[src/rtl/flash_cache.sv]
// Direct-mapped, read-only word cache in front of flash_reader.
// Misses fetch one 32-bit word; invalidate requests are deferred until the FSM is idle.
module flash_cache #(
  parameter int LINES = 16
) (
  input  logic        clk,
  input  logic        reset,
  input  logic        cpu_valid,
  input  logic [23:0] cpu_address,
  output logic [31:0] cpu_rdata,
  output logic        cpu_ready,
  input  logic        invalidate,
  output logic        flash_valid,
  output logic [23:0] flash_address,
  output logic        flash_size,
  input  logic [31:0] flash_data,
  input  logic        flash_ready
);

  localparam int IDX_BITS = $clog2(LINES);
  localparam int TAG_BITS = 22 - IDX_BITS;

  typedef enum logic [1:0] {
    IDLE,
    LOOKUP,
    FILL,
    RESPOND
  } state_t;

  state_t               state_q, state_d;
  logic [21:0]          addr_q, addr_d;
  logic [LINES-1:0]     valid_q, valid_d;
  logic                 inv_pend_q, inv_pend_d;
  logic                 flash_valid_q, flash_valid_d;
  logic [23:0]          flash_address_q, flash_address_d;
  logic [31:0]          cpu_rdata_q, cpu_rdata_d;

  logic [31:0]          data_mem [LINES];
  logic [TAG_BITS-1:0]  tag_mem  [LINES];
  logic [31:0]          data_rd_q;
  logic [TAG_BITS-1:0]  tag_rd_q;

  logic                 rd_en;
  logic                 wr_en;
  logic [IDX_BITS-1:0]  rd_idx;
  logic [IDX_BITS-1:0]  req_idx;
  logic [TAG_BITS-1:0]  req_tag;
  logic                 hit;
  logic                 unused_addr_bits;

  assign rd_idx           = cpu_address[IDX_BITS+1:2];
  assign req_idx          = addr_q[IDX_BITS-1:0];
  assign req_tag          = addr_q[21:IDX_BITS];
  assign hit              = valid_q[req_idx] && (tag_rd_q == req_tag);
  assign unused_addr_bits = ^cpu_address[1:0];

  // Storage arrays carry no reset so they can map onto block RAM with a registered read.
  always_ff @(posedge clk) begin
    if (rd_en) begin
      data_rd_q <= data_mem[rd_idx];
      tag_rd_q  <= tag_mem[rd_idx];
    end
    if (wr_en) begin
      data_mem[req_idx] <= flash_data;
      tag_mem[req_idx]  <= req_tag;
    end
  end

  always_ff @(posedge clk) begin
    if (reset) begin
      state_q         <= IDLE;
      addr_q          <= '0;
      valid_q         <= '0;
      inv_pend_q      <= 1'b0;
      flash_valid_q   <= 1'b0;
      flash_address_q <= '0;
      cpu_rdata_q     <= '0;
    end else begin
      state_q         <= state_d;
      addr_q          <= addr_d;
      valid_q         <= valid_d;
      inv_pend_q      <= inv_pend_d;
      flash_valid_q   <= flash_valid_d;
      flash_address_q <= flash_address_d;
      cpu_rdata_q     <= cpu_rdata_d;
    end
  end

  always_comb begin
    state_d         = state_q;
    addr_d          = addr_q;
    valid_d         = valid_q;
    inv_pend_d      = inv_pend_q | invalidate;
    flash_valid_d   = flash_valid_q;
    flash_address_d = flash_address_q;
    cpu_rdata_d     = cpu_rdata_q;
    rd_en           = 1'b0;
    wr_en           = 1'b0;

    case (state_q)
      IDLE: begin
        // A pending invalidate takes priority so the line just filled is dropped before any new lookup.
        if (inv_pend_q) begin
          valid_d    = '0;
          inv_pend_d = 1'b0;
        end else if (cpu_valid) begin
          addr_d  = cpu_address[23:2];
          rd_en   = 1'b1;
          state_d = LOOKUP;
        end else if (invalidate) begin
          valid_d    = '0;
          inv_pend_d = 1'b0;
        end
      end

      LOOKUP: begin
        if (hit) begin
          cpu_rdata_d = data_rd_q;
          state_d     = RESPOND;
        end else begin
          flash_valid_d   = 1'b1;
          flash_address_d = {addr_q, 2'b00};
          state_d         = FILL;
        end
      end

      FILL: begin
        if (flash_ready) begin
          flash_valid_d    = 1'b0;
          cpu_rdata_d      = flash_data;
          wr_en            = 1'b1;
          valid_d[req_idx] = 1'b1;
          state_d          = RESPOND;
        end
      end

      RESPOND: begin
        state_d = IDLE;
      end

      default: begin
        state_d = IDLE;
      end
    endcase
  end

  assign cpu_ready     = (state_q == RESPOND);
  assign cpu_rdata     = cpu_rdata_q;
  assign flash_valid   = flash_valid_q;
  assign flash_address = flash_address_q;
  assign flash_size    = 1'b1;

endmodule

[config.mk]
export PLATFORM = sky130hd
export DESIGN_NAME = flash_cache
export DESIGN_NICKNAME = d
export VERILOG_FILES = /design/src/rtl/flash_cache.sv
export SDC_FILE = /design/constraint.sdc
export NUM_CORES = 1
export LEC_CHECK = 0
export ABC_AREA = 1
export ABC_CLOCK_PERIOD_IN_PS = 5450
export BUFFER_PORTS_ARGS = -buffer_cell sky130_fd_sc_hd__buf_4
export CORE_MARGIN = 1
export CORE_UTILIZATION = 60
export DETAILED_ROUTE_END_ITERATION = 8
export HOLD_SLACK_MARGIN = 0.12
export PLACE_DENSITY = 0.77
export SLEW_MARGIN = 5
export SYNTH_ARGS = -nofsm -noshare
export SYNTH_HDL_FRONTEND = slang
export SYNTH_SLANG_ARGS = --single-unit
[constraint.sdc]
create_clock -name clk -period 5.45 [get_ports clk]
set_input_delay 0.545 -clock clk [delete_from_list [all_inputs] [get_ports clk]]
set_output_delay 0.545 -clock clk [all_outputs]
set_load 0.02 [all_outputs]
==> summary.md, run 1 <==
| Metric | Value |
|---|---|
| Clock sinks | 946 |
| Slew margin rel. | 22.4% |
| M1 WL | 34000 um |
| Cells after synthesis | about 2900 |
| Worst Tran Pin Value | 1160 ps |
| Max clock buf depth | 3 |
| Sum Neg Setup Slack | 0 ps |
| # IOs | 120 |
| Residual DRC | 0 |
| Latest clock arrival within the worst-skew pair | about 650 ps |
| Number of port buffers | around 110 |
| Rows | 91 |
| DR iter-0 viols | 2396 |
| Worst VDD drop | 0.348 mV |
| Die Area | 63900 um2 |
| Post-Layout Cell Count | 3851 |
| Crit. End Element | register |
| Initial antenna violation count | 0 |
| Largest cells by area after synthesis | edfxtp_1, mux2i_1, dfxtp_1, o211ai_1, o21ai_0 |
| Fin nets | 3003 |
| Met2 WL | 41000 um |
| Pre-CTS WS | 2130 ps |
| Drt via density | between 5 and 6 |
| Worst EP arrival | about 3900 ps |
| Synthesized area | 37700 um2 |
| First-pass GRT wire length | 128000 um |
| Die height | 253 um |
| Routability cong. | 0.764 |
| Total global routing overflow | 0 |
| H-tree depth | 3 |
| Synth top area share | 67.7% |
| Placed cells | 3677 |
| Post-CTS setup buffers | 0 |
| Worst setup SP type | register |
| TritonCTS Buffers | ~90 |
| YS warnings | 0 |
| Routed WL | roughly 85000 um |
| Seq/Total Area, Yosys | 72.8% |
| Clock transition at path regs | 60 ps |
| Share of cells above drive strength 1 | between 10% and 20% |
| Post-synth EDFFs | 850 |
| Final setup viols | 0 |
| Max Used Layer | met4 |
| Distinct cells, synth | 33 |
| Fillers | 4179 |
| Ys flop type | edfxtp_1 |
| P per Cell Area | 410 nW/um2 |
| WL per Instance | 22.1 um |
| ANT nets after route | 0 |
| Syn Area/Cell | 13.2 um2 |
| RSZ-0062 raised after global routing | false |
| Final period utilization | a little over three fifths |
| Top cell type by total area after synthesis | edfxtp_1 |
| Clock skew | between 15 and 20 ps |
| Post-route worst setup slack | just over 2000 ps |
| HP Class | in2reg |
| Final hold vios | 0 |
| Post-route minimum period | 3410 ps |
| Largest net degree at the start of global routing | 155 |
| Status | finished, final reports clean |
| Leak | ~16 nW |
| Asr flop ratio synth | 0% |
| Slew Limit Fails | 0 |
| Overall routing resource usage | 26.9% |
| Clock tree from TritonCTS | built |
| Root Buffer | clkbuf_16 |
| Met3 Wirelength | slightly below 8000 um |
| Initial core utilization | between 60% and 70% |
| First-pass DRT Iterations | 6 |
| Crit-path max FO | 34 |
| Dpl hpwl | 42000 um |
| DIE WIDTH | 253 um |
| FF+latch count, synth | ~950 |
| Critical Setup Path Class | reg2reg |
| Max-Cap Viols | 0 |
| Highest clock rate | approximately 0.3 GHz |
| Core Area | 61900 um2 |
| Vias in the first global route | approximately 22000 |
| WP data required | 5950 ps |
| Area Growth Syn to Fin | 12.2% |
| Total number of vias | 23000 |
-- stage by stage --
stage	cell area [um2]	utilization (%)	total power [mW]	hold WS (ps)
2_1_floorplan	37700	-	10.5	437
3_3_place_gp	39400	63.6	11.3	446
3_5_place_dp	39400	63.6	11.4	449
4_1_cts	42300	68.3	17.4	121
5_1_grt	42300	68.3	18.0	137
6_report	42300	68.3	17.4	148
-- synthesized netlist by cell type, types with 2 or more instances --
library cell  instances
nor3_1               19
inv_1               256
o211ai_1            200
mux2i_1             207
nand3_1              71
dfxtp_1              96
xor2_1                3
a31oi_1              12
a21oi_1             222
buf_4                 7
inv_2                 7
nor2_1              165
o21ai_1              10
nand2_4               3
conb_1                2
edfxtp_1            850
xnor2_1               6
nand2_1             261
buf_6                 3
o21ai_0             277
ha_1                  4
buf_1                12
buf_2                45
clkbuf_1            114
-- routing by layer --
metal,vias up,track usage (%)
met5,-,0
met4,0,9.54
met3,182,4.88
met2,1058,44.0
met1,11200,36.2
li1,10500,-
-- report_power, final --
group	leakage (nW)	total [mW]	switching (mW)	internal [mW]
Clock	1.41	6.09	2.60	3.49
Combinational	5.59	2.42	1.67	0.749
Sequential	8.51	8.87	0.366	8.50
-- state kept, by name (all words and copies together) (netlist names) --
register	count
data_mem	512
tag_mem	288
cpu_rdata	32
data_rd_q	32
addr_q	22
flash_address	22
tag_rd_q	18
valid_q	16
state_q	2
flash_valid	1
inv_pend_q	1
-- layout by cell type, fill, tap and decap left out, types with 2 or more instances in the layout --
| master | Yosys | final |
|---|---|---|
| a21oi_1 | 222 | 222 |
| a31oi_1 | 12 | 12 |
| buf_12 | 0 | 9 |
| buf_4 | 7 | 149 |
| bufinv_16 | 0 | 6 |
| clkbuf_1 | 114 | 27 |
| clkbuf_16 | 0 | 93 |
| clkbuf_8 | 0 | 4 |
| clkinv_1 | 1 | 17 |
| clkinv_2 | 0 | 16 |
| conb_1 | 2 | 3 |
| dfxtp_1 | 96 | 96 |
| dlygate4sd3_1 | 0 | 5 |
| edfxtp_1 | 850 | 850 |
| ha_1 | 4 | 3 |
| inv_1 | 256 | 254 |
| inv_16 | 0 | 2 |
| inv_2 | 7 | 8 |
| inv_6 | 0 | 4 |
| mux2i_1 | 207 | 207 |
| nand2_1 | 261 | 261 |
| nand2_4 | 3 | 3 |
| nand3_1 | 71 | 71 |
| nor2_1 | 165 | 165 |
| nor3_1 | 19 | 2 |
| nor3_2 | 0 | 17 |
| o211ai_1 | 200 | 200 |
| o21ai_0 | 277 | 277 |
| o21ai_1 | 10 | 10 |
| xnor2_1 | 6 | 6 |
| xor2_1 | 3 | 3 |
-- cells by family after synthesis --
| group | after synthesis | share of synthesized area (%) |
|---|---|---|
| compound gates | 725 | 11.0 |
| xor+xnor | 9 | 0.209 |
| fa+ha+maj | 4 | 0.133 |
| buf+inv | 446 | 4.72 |
| flops | 946 | 72.8 |
| mux | 207 | 5.49 |
| other cells | 2 | 0.0199 |
| simple gates | 522 | 5.61 |
-- layout make-up --
cell class | instances | area (um2) | share of cell area [%]
timing repair buffer | 165 | 1380 | 3.25
inverter | 264 | 997 | 2.36
tap | 837 | 1050 | 2.47
multi-input combinational | 1470 | 8580 | 20.3
clock inverter | 44 | 390 | 0.922
antenna | 1 | 2.50 | 0.00591
clock buffer | 124 | 2480 | 5.87
sequential | 946 | 27400 | 64.9
-- critical path: stages (launching register included) --
cell	delay, ps
dfxtp_1	410
inv_1	90
ha_2	200
buf_4	290
inv_1	110
buf_4	420
nand2_1	140
a221oi_2	930
nand2_1	100
nand2_1	440
nor2_1	120
-- final timing paths --
check	start	to	slack, ps	depth (start not counted)
setup / recovery	state_q[0]$_SDFFE_PP0P_	valid_q[1]$_SDFFE_PP0P_	2040	10
hold / removal	cpu_address[12]	addr_q[10]$_SDFFE_PP0P_	150	3
setup reg to reg	state_q[0]$_SDFFE_PP0P_	valid_q[1]$_SDFFE_PP0P_	2040	10
hold reg to reg	flash_valid$_SDFFE_PP0P_	flash_valid$_SDFFE_PP0P_	460	2
-- what timing repair did --
item | 4_1_cts | 5_1_grt
gates resized for setup | 0 | 0
hold buffers | 5 | 0
hold endpoints to repair | 7 | 0
(Power assumes the default switching activity.)
==> run 2: changes to the inputs <==
--- a/config.mk
+++ b/config.mk
@@ -6,13 +6,13 @@
 export NUM_CORES = 1
 export LEC_CHECK = 0
 export ABC_AREA = 1
-export ABC_CLOCK_PERIOD_IN_PS = 5450
+export ABC_CLOCK_PERIOD_IN_PS = 3100
 export BUFFER_PORTS_ARGS = -buffer_cell sky130_fd_sc_hd__buf_4
 export CORE_MARGIN = 1
-export CORE_UTILIZATION = 60
+export CORE_UTILIZATION = 56
 export DETAILED_ROUTE_END_ITERATION = 8
 export HOLD_SLACK_MARGIN = 0.12
-export PLACE_DENSITY = 0.77
+export PLACE_DENSITY = 0.76
 export SLEW_MARGIN = 5
 export SYNTH_ARGS = -nofsm -noshare
 export SYNTH_HDL_FRONTEND = slang
==> constraint.sdc (replaced) <==
create_clock -name clk -period 3.1 [get_ports clk]
set_input_delay 0.31 -clock clk [delete_from_list [all_inputs] [get_ports clk]]
set_output_delay 0.31 -clock clk [all_outputs]
set_load 0.02 [all_outputs]
==> run 2 against run 1 <==
Cell area up 3.5%. Via count up 3.1%. Sequential power up 75%. Clock skew up 5.0 ps. Register-to-register slack worse by 1700 ps. Sequential share of layout area down 2.2 points. Non-clock buffer count up 78. Critical endpoint is now cpu_rdata[8]$_SDFFE_PP0P_.
==> summary.md, run 2 (synthesized netlist as in run 1, its figures left out) <==
| Metric | Value |
|---|---|
| R2r worst-path depth | 10 (unchanged) |
| Dpl hpwl | 45000 um (+7.2%) |
| Clock skew | 23.5 ps (+4.97 ps) |
| Pre-CTS WS | 358 ps (-1770 ps) |
| Post-route worst setup slack | 331 ps (-1710 ps) |
| Crit-path max cell delay | 760 ps (-170 ps) |
| Most flops, register | data_mem |
| Initial core utilization | 57.0% (-3.9 points) |
| Cell Area, Placed | 40100 um2 (+1.8%) |
| WP data required | 3630 ps (-2320 ps) |
| Most frequent cells in the layout | edfxtp_1, o21ai_0, nand2_1 |
| Worst setup SP type | register |
| TritonCTS Buffers | 92 (+1.1%) |
| Die height | 262 um (+3.5%) |
| DIE WIDTH | 262 um (+3.5%) |
| Post-route cell area | 43800 um2 (+3.5%) |
| Slew margin rel. | 35.0% (+13 points) |
| P per Cell Area | 721 nW/um2 (+76%) |
| Root Buffer | clkbuf_16 |
| Crit. End Element | register |
| Total global routing overflow | 0 (unchanged) |
| Drt via density | 5.98 (+0.27%) |
| Final setup viols | 0 (unchanged) |
| CP max stage cell | dfxtp_1 |
| RSZ-0062 raised after global routing | false |
| Number of port buffers | 114 (unchanged) |
| First-pass GRT wire length | 133000 um (+3.8%) |
| # IOs | 120 (unchanged) |
| WP depth | 10 (unchanged) |
| Total number of vias | 23700 (+3.1%) |
| Share of cells above drive strength 1 | 12.3% (+1.7 points) |
| DR iter-0 viols | 2652 (+11%) |
| Routed WL | 88800 um (+4.1%) |
| Latest clock arrival within the worst-skew pair | 650 ps (about the same) |
| Crit path cell chain | xnor2_1, nand2_1, nor2_1, nand3_1, nor2_2, nand2_4, nand2_8, nand2_4, nor2_1, nor2_1 |
| Fillers | 4415 (+5.6%) |
| Initial antenna violation count | 3 (+3) |
| Largest net degree at the start of global routing | 106 (-32%) |
| Delay-heaviest family, CP | simple AND/OR/NAND/NOR gates |
| Rows | 94 (+3.3%) |
| Clock transition at path regs | 60 ps (about the same) |
| WHS Endpoint | inv_pend_q$_SDFF_PP0_ |
| Residual DRC | 0 (unchanged) |
| Worst EP arrival | 3300 ps (-610 ps) |
| Post-CTS setup buffers | 0 (unchanged) |
| Overall routing resource usage | 26.1% (-0.79 points) |
| HP Class | in2reg |
| Reg2Reg Capture Point | cpu_rdata[8]$_SDFFE_PP0P_ |
| Final period utilization | 89.3% (+27 points) |
| Slew Limit Fails | 0 (unchanged) |
| Worst VDD drop | 0.514 mV (+48%) |
| Leak | 16.2 nW (+4.7%) |
| Max-Cap Viols | 0 (unchanged) |
| Placed cells | 3734 (+1.6%) |
| Fin nets | 3082 (+2.6%) |
| Clock tree from TritonCTS | built |
| Status | finished, final reports clean |
| Worst Hold Launch | cpu_valid |
| H-tree depth | 3 (unchanged) |
| Crit path top cell by count | nor2_1 |
| Core Area | 66200 um2 (+6.9%) |
| Post-Layout Cell Count | 3960 (+2.8%) |
| ANT nets after route | 0 (unchanged) |
| Crit-path max FO | 50 (+47%) |
| Critical Setup Path Class | reg2reg |
| Commonest non-fill, non-tap cell in the layout | edfxtp_1 |
| Final hold vios | 0 (unchanged) |
| Area Growth Syn to Fin | 16.1% |
| Worst Tran Pin Value | 975 ps (-189 ps) |
| Worst hold slack | 161 ps (+12.9 ps) |
| Max clock buf depth | 3 (unchanged) |
| Highest clock rate | 0.361 GHz (+23%) |
| Largest register FFs | 512 (unchanged) |
| Die Area | 68400 um2 (+7.1%) |
| First-pass DRT Iterations | 6 (unchanged) |
| Worst flop-to-flop path startpoint | addr_q[14]$_SDFFE_PP0P_ |
| Vias in the first global route | 23100 (+3.7%) |
| Post-CTS sizing | 0 (unchanged) |
| Post-route minimum period | 2770 ps (-640 ps) |
| Worst R2R Setup Slack | 330 ps (-1710 ps) |
| Clock sinks | 946 (unchanged) |
| Worst Hold Path Cells | 5 (+2) |
| Top Registers | data_mem: 512 flops, tag_mem: 288 flops |
| Routability cong. | 0.783 (+2.5%) |
| WL per Instance | 22.4 um (+1.3%) |
| Buf+Inv Stages, Crit Path | 0 (-4) |
-- run 2: worst min-delay path, cell delays in order --
cell	delay, ps
buf_4	70
inv_1	40
nor2_1	100
nor2_1	80
nor3_1	140
-- run 2: layout make-up --
class | count | area, um2 | share of cell area (%)
inverter | 264 | 996 | 2.27
sequential | 946 | 27400 | 62.7
timing repair buffer | 243 | 2430 | 5.55
antenna | 2 | 5.00 | 0.0114
tap | 864 | 1080 | 2.47
clock buffer | 124 | 2640 | 6.02
clock inverter | 47 | 520 | 1.19
multi-input combinational | 1470 | 8680 | 19.8
-- run 2: metrics by stage --
| stage | power (mW) | setup TNS [ps] | utilization, % |
|---|---|---|---|
| floorplan | 18.4 | -317690 | - |
| global placement | 20.1 | 0 | 60.6 |
| detailed placement | 20.3 | 0 | 60.6 |
| CTS | 31.6 | 0 | 66.1 |
| global route | 32.7 | 0 | 66.1 |
| finish | 31.6 | 0 | 66.1 |
-- run 2: layer usage --
metal | routed length, um | share of wire, % | up-vias | global-route usage [%]
met4 | 2350 | 2.6 | 2 | 8.79
li1 | - | - | 10700 | -
met1 | 35900 | 40 | 11700 | 34.9
met5 | 10 | 0.011 | - | 0
met3 | 7020 | 7.9 | 185 | 4.18
met2 | 43600 | 49 | 1149 | 43.7
-- run 2: power breakdown --
part	internal (mW)	switching, mW	leakage, nW
Combinational	1.48	3.22	6.18
Clock	6.67	4.72	1.56
Sequential	14.9	0.527	8.51
Total	23.1	8.47	16.2
-- run 2: timing repair --
| item | 4_1_cts | 5_1_grt |
|---|---|---|
| hold buffers | 53 | 0 |
| setup endpoints to repair | 0 | 0 |
| hold endpoints to repair | 544 | 0 |
-- run 2: worst max path at each step --
stage	startpoint	end	slack, ps
global placement	addr_q[14]$_SDFFE_PP0P_	cpu_rdata[10]$_SDFFE_PP0P_	500
finish	addr_q[14]$_SDFFE_PP0P_	cpu_rdata[8]$_SDFFE_PP0P_	330
global route	addr_q[14]$_SDFFE_PP0P_	cpu_rdata[8]$_SDFFE_PP0P_	120
floorplan	state_q[0]$_SDFFE_PP0P_	data_mem[10][0]$_DFFE_PP_	-530
detailed placement	addr_q[14]$_SDFFE_PP0P_	cpu_rdata[23]$_SDFFE_PP0P_	360
CTS	addr_q[14]$_SDFFE_PP0P_	cpu_rdata[23]$_SDFFE_PP0P_	310
